[src/rtl/paddle_ctrl.sv]
// Purpose : per-player paddle position controller; left/right buttons -> clamped position with hold-to-repeat.
// Latency : one cycle; a step decided at an edge is visible on pos/moved right after that edge.
// Backpr. : none; buttons are sampled every edge, blocked steps at the field edges are simply dropped.
//
// Ports:
//   clk, rst          single clock, asynchronous active-high reset
//   en                game-running enable; low forces every channel back to START/IDLE
//   left, right       synchronised button levels, bit i = player i
//   pos               left-edge paddle position, player i in [i*POS_W +: POS_W]
//   moved             one-cycle pulse per player on each edge where that player's pos changed
module paddle_ctrl #(
    parameter int PLAYERS = 2,
    parameter int FIELD_W = 8,
    parameter int POS_W   = 3,
    parameter int SIZE    = 2,
    parameter int START   = 3,
    parameter int HOLD    = 4,
    parameter int REPEAT  = 2
) (
    input  logic                     clk,
    input  logic                     rst,
    input  logic                     en,
    input  logic [PLAYERS-1:0]       left,
    input  logic [PLAYERS-1:0]       right,
    output logic [PLAYERS*POS_W-1:0] pos,
    output logic [PLAYERS-1:0]       moved
);

    localparam int CNT_MAX = (HOLD > REPEAT) ? HOLD : REPEAT;
    localparam int CNT_W   = (CNT_MAX > 1) ? $clog2(CNT_MAX) : 1;

    localparam logic [POS_W-1:0] MAX_POS   = POS_W'(FIELD_W - SIZE);
    localparam logic [POS_W-1:0] START_POS = POS_W'(START);
    localparam logic [CNT_W-1:0] HOLD_LAST = CNT_W'((HOLD > 0) ? HOLD - 1 : 0);
    localparam logic [CNT_W-1:0] RPT_LAST  = CNT_W'(REPEAT - 1);

    typedef enum logic [1:0] {
        ST_IDLE,
        ST_HELD,
        ST_RPT
    } state_t;

    for (genvar g = 0; g < PLAYERS; g++) begin : g_ch
        state_t           state_q;
        logic             dir_q;      // latched direction: 1 = right, 0 = left
        logic [CNT_W-1:0] cnt_q;
        logic [POS_W-1:0] pos_q;
        logic             moved_q;

        logic             go_l;
        logic             go_r;
        logic             same_dir;
        logic             step_ok;
        logic [POS_W-1:0] pos_d;

        // Both buttons pressed decodes to no direction.
        assign go_l     = left[g] & ~right[g];
        assign go_r     = right[g] & ~left[g];
        assign same_dir = dir_q ? go_r : go_l;

        // Step candidate in the currently decoded direction. Outside IDLE a
        // step is only taken while same_dir holds, so go_r equals dir_q there.
        assign step_ok  = go_r ? (pos_q < MAX_POS) : (go_l && (pos_q != '0));
        assign pos_d    = go_r ? (pos_q + 1'b1) : (pos_q - 1'b1);

        always_ff @(posedge clk or posedge rst) begin
            if (rst) begin
                state_q <= ST_IDLE;
                dir_q   <= 1'b0;
                cnt_q   <= '0;
                pos_q   <= START_POS;
                moved_q <= 1'b0;
            end else if (!en) begin
                state_q <= ST_IDLE;
                dir_q   <= 1'b0;
                cnt_q   <= '0;
                pos_q   <= START_POS;
                moved_q <= 1'b0;
            end else begin
                moved_q <= 1'b0;
                case (state_q)
                    ST_IDLE: begin
                        if (go_l || go_r) begin
                            // The press is consumed even if the step is blocked.
                            if (step_ok) begin
                                pos_q   <= pos_d;
                                moved_q <= 1'b1;
                            end
                            dir_q   <= go_r;
                            cnt_q   <= '0;
                            state_q <= ST_HELD;
                        end
                    end
                    ST_HELD: begin
                        if (!same_dir) begin
                            cnt_q   <= '0;
                            state_q <= ST_IDLE;
                        end else if (HOLD == 0) begin
                            // Auto-repeat disabled: park here until release.
                            state_q <= ST_HELD;
                        end else if (cnt_q == HOLD_LAST) begin
                            if (step_ok) begin
                                pos_q   <= pos_d;
                                moved_q <= 1'b1;
                            end
                            cnt_q   <= '0;
                            state_q <= ST_RPT;
                        end else begin
                            cnt_q <= cnt_q + 1'b1;
                        end
                    end
                    ST_RPT: begin
                        if (!same_dir) begin
                            cnt_q   <= '0;
                            state_q <= ST_IDLE;
                        end else if (cnt_q == RPT_LAST) begin
                            if (step_ok) begin
                                pos_q   <= pos_d;
                                moved_q <= 1'b1;
                            end
                            cnt_q <= '0;
                        end else begin
                            cnt_q <= cnt_q + 1'b1;
                        end
                    end
                    default: begin
                        cnt_q   <= '0;
                        state_q <= ST_IDLE;
                    end
                endcase
            end
        end

        assign pos[g*POS_W +: POS_W] = pos_q;
        assign moved[g]              = moved_q;
    end

endmodule

[config.mk]
export PLATFORM = sky130hd
export DESIGN_NAME = paddle_ctrl
export DESIGN_NICKNAME = d
export VERILOG_FILES = /design/src/rtl/paddle_ctrl.sv
export SDC_FILE = /design/constraint.sdc
export NUM_CORES = 1
export LEC_CHECK = 0
export BUFFER_PORTS_ARGS = -buffer_cell sky130_fd_sc_hd__buf_4
export CAP_MARGIN = 15
export CORE_UTILIZATION = 31
export CTS_CLUSTER_DIAMETER = 200
export DETAILED_ROUTE_END_ITERATION = 8
export SLEW_MARGIN = 15
export SYNTH_ARGS = -nofsm -noshare
export SYNTH_HDL_FRONTEND = slang
export SYNTH_SLANG_ARGS = --single-unit
export TNS_END_PERCENT = 1
[constraint.sdc]
create_clock -name clk -period 2.8 [get_ports clk]
set_input_delay 0.84 -clock clk [delete_from_list [all_inputs] [get_ports clk]]
set_output_delay 0.84 -clock clk [all_outputs]
set_load 0.02 [all_outputs]
==> reports/qor.yml <==
syn_inst: 150
hold_viol: 0
n_antenna_cell: 0
drtAntennaViolNets: 0
min_period_ns: 2.28
cts_setup_buffers: 0
clkLatencyLatePin_ns: 0.26
synth_top_cell_area_share_pct: 24.3
ys_warn_count: 0
die_area_sq_um: 4930
relSlewSlack_pct: 52.1
fin_tns_setup_ns: 0
pin_count: 15
seq_area_frac_synth_pct: 31.6
synth_edf_count: 0
cap_violations: 0
overflow: 0
worst_pin_slew_ns: 0.718
mappedNetlistNets: 178
startpoint_type: "primary input"
min_period_over_period_pct: 81.5
cts_hold_buf: 0
clock-root-buffer: "clkbuf_8"
die_y_um: 70.2
syn_area_per_cell_sq_um: 9.61
gp_congestion: 0.745
firstDrtPassIters: 4
yosysTopAreaCell: "dfrtp_1"
r2r_setup_slack_ns: 0.71
core.rowCount: 24
clk_pin_slew_worst_paths_ns: 0.07
cts_resized: 0
cts_tree: "yes"
netlist_area_sq_um: 1440
outcome: "finished, final reports clean"
required_ns: 2.99
end_kind: "flip-flop"
setup_violations: 0
cts_inserted_buffers: 3
crit_arrival_ns: 2.47
ys.flop_type: "dfrtp_1"
num_vias: 1073
dr.first_iter.drc_count: 52
ir_drop_v: 0.000145
whs_path_depth: 2
syn_to_final_growth_pct: 14.1
fin_skew_ns: 0.00289
wl_mm: 2.73
grt_max_degree: 19
h-tree-depth: 1
antenna_found_initial: 0
grt_pass1_wl_mm: 4.87
grt_pass1_vias: 1071
io_buffer_count: 14
grt_use_total_pct: 12.4
worstSetupPathType: "primary input to flip-flop"
path_max_fanout: 6
cts_buffer_depth: 2
hold_class: "flip-flop to flip-flop"
rsz0062_at_grt: "no"
async_flop_share_pct: 100
yosysUniqueCellTypes: 46
fmaxAchievable_ghz: 0.438
p_total_mw: 0.741
nets: 193
r2r_cells: 6
ys_seq_elements: 18
p_leak_nw: 0.743
hpwl_mm: 2.04
drv_slew: 0
die_x_um: 70.2
drive_gt1_share_pct: 19.5
drcViolationCount: 0
initial_core_util_pct: 32.7
cts_sinks: 18
synth_area_leaders: "dfrtp_1 (24%), ha_1 (16%), dfstp_2 (7.3%)"
synth_most_common_cell: "ha_1"
wl_per_cell_um: 12.6
coreArea_sq_um: 4410
powerDensity_nw_per_um2: 451
via_per_inst: 4.97
ys_top_cells_by_count: "ha_1 (19), inv_1 (18), dfrtp_1 (14)"
## cell families after synthesis
logic type / Yosys count / share of synthesized area, %
AO/OA/AOI/OAI: 35 / 17.1
AND/OR/NAND/NOR: 44 / 18.8
adder cells (fa/ha/maj): 21 / 19.3
multiplexers: 8 / 5.82
flip-flops: 18 / 31.6
XOR/XNOR: 2 / 1.22
buffers and inverters: 22 / 6.25
## layer usage
metal | routed length [um] | up-vias | track usage [%]
met3 | 76 | 2 | 3.03
met5 | 0 | - | 0
li1 | - | 554 | -
met1 | 1400 | 503 | 16.3
met2 | 1230 | 14 | 20.0
met4 | 22 | 0 | 4.00
## layout make-up
type / count / area (sq um)
clock buffers: 4 / 55.1
fillers: 458 / 2770
inverters: 18 / 67.6
multi-input cells: 110 / 896
flip-flops and latches: 18 / 455
well taps: 52 / 65.1
repair buffers: 14 / 105
## critical path, cell delays in order
cell,delay [ns]
buf_4,0.08
inv_1,0.03
ha_1,0.31
and2_4,0.17
or4_4,0.51
o31a_1,0.25
a211o_1,0.27
## per-stage QoR
step / worst slack (ns) / cell area (sq um) / util, % / cells / hold WS, ns
6_report: 0.518 / 1640 / 37.2 / 216 / 0.540
5_1_grt: 0.422 / 1640 / 37.2 / 216 / 0.563
4_1_cts: 0.518 / 1640 / 37.2 / 216 / 0.550
3_5_place_dp: 0.243 / 1590 / 36.0 / 212 / 0.533
3_3_place_gp: 0.256 / 1590 / 36.0 / 212 / 0.525
2_1_floorplan: 0.408 / 1440 / - / 150 / 0.495
## report_power, final
part	switching (mW)	internal [mW]	total [mW]
Combinational	0.121	0.0992	0.220
Sequential	0.0217	0.283	0.305
Clock	0.0914	0.125	0.217
## registers in the layout, summed over array words and instances (netlist names)
| signal | cells |
|---|---|
| g_ch.cnt_q | 4 |
| g_ch.dir_q | 2 |
| g_ch.moved_q | 2 |
| g_ch.pos_q | 6 |
| g_ch.state_q | 4 |
## layout by cell type, fill, tap and decap left out, types with 2 or more instances in the layout
master    netlist  routed
nand3b_1        2       2
ha_1           19      19
o31a_1          3       3
nor2_1          3       3
a21oi_1         5       5
inv_1          18      18
nor4_1          3       3
fa_1            2       2
nand2b_1        4       4
buf_4           2      14
nor3_1          3       3
nand2_1         8       8
nor2b_4         2       2
mux2i_1         5       5
a31oi_1         3       3
o21a_1          4       4
or3_1           2       2
nor2b_1         4       4
mux2_2          3       3
o21ai_0         7       7
dfstp_2         4       4
o31ai_1         2       2
dfrtp_1        14      14
nand3_1         5       5
clkbuf_8        0       4
## final timing paths
path                               endpoint          startpoint
min reg2reg                   g_ch[0].dir_q       g_ch[0].dir_q
min in group asynchronous  g_ch[1].cnt_q[0]                 rst
max                        g_ch[1].pos_q[1]             left[1]
max in group asynchronous  g_ch[0].cnt_q[0]                 rst
max reg2reg                g_ch[1].pos_q[1]  g_ch[1].state_q[0]
min                           g_ch[0].dir_q       g_ch[0].dir_q
(Power assumes the default switching activity.)
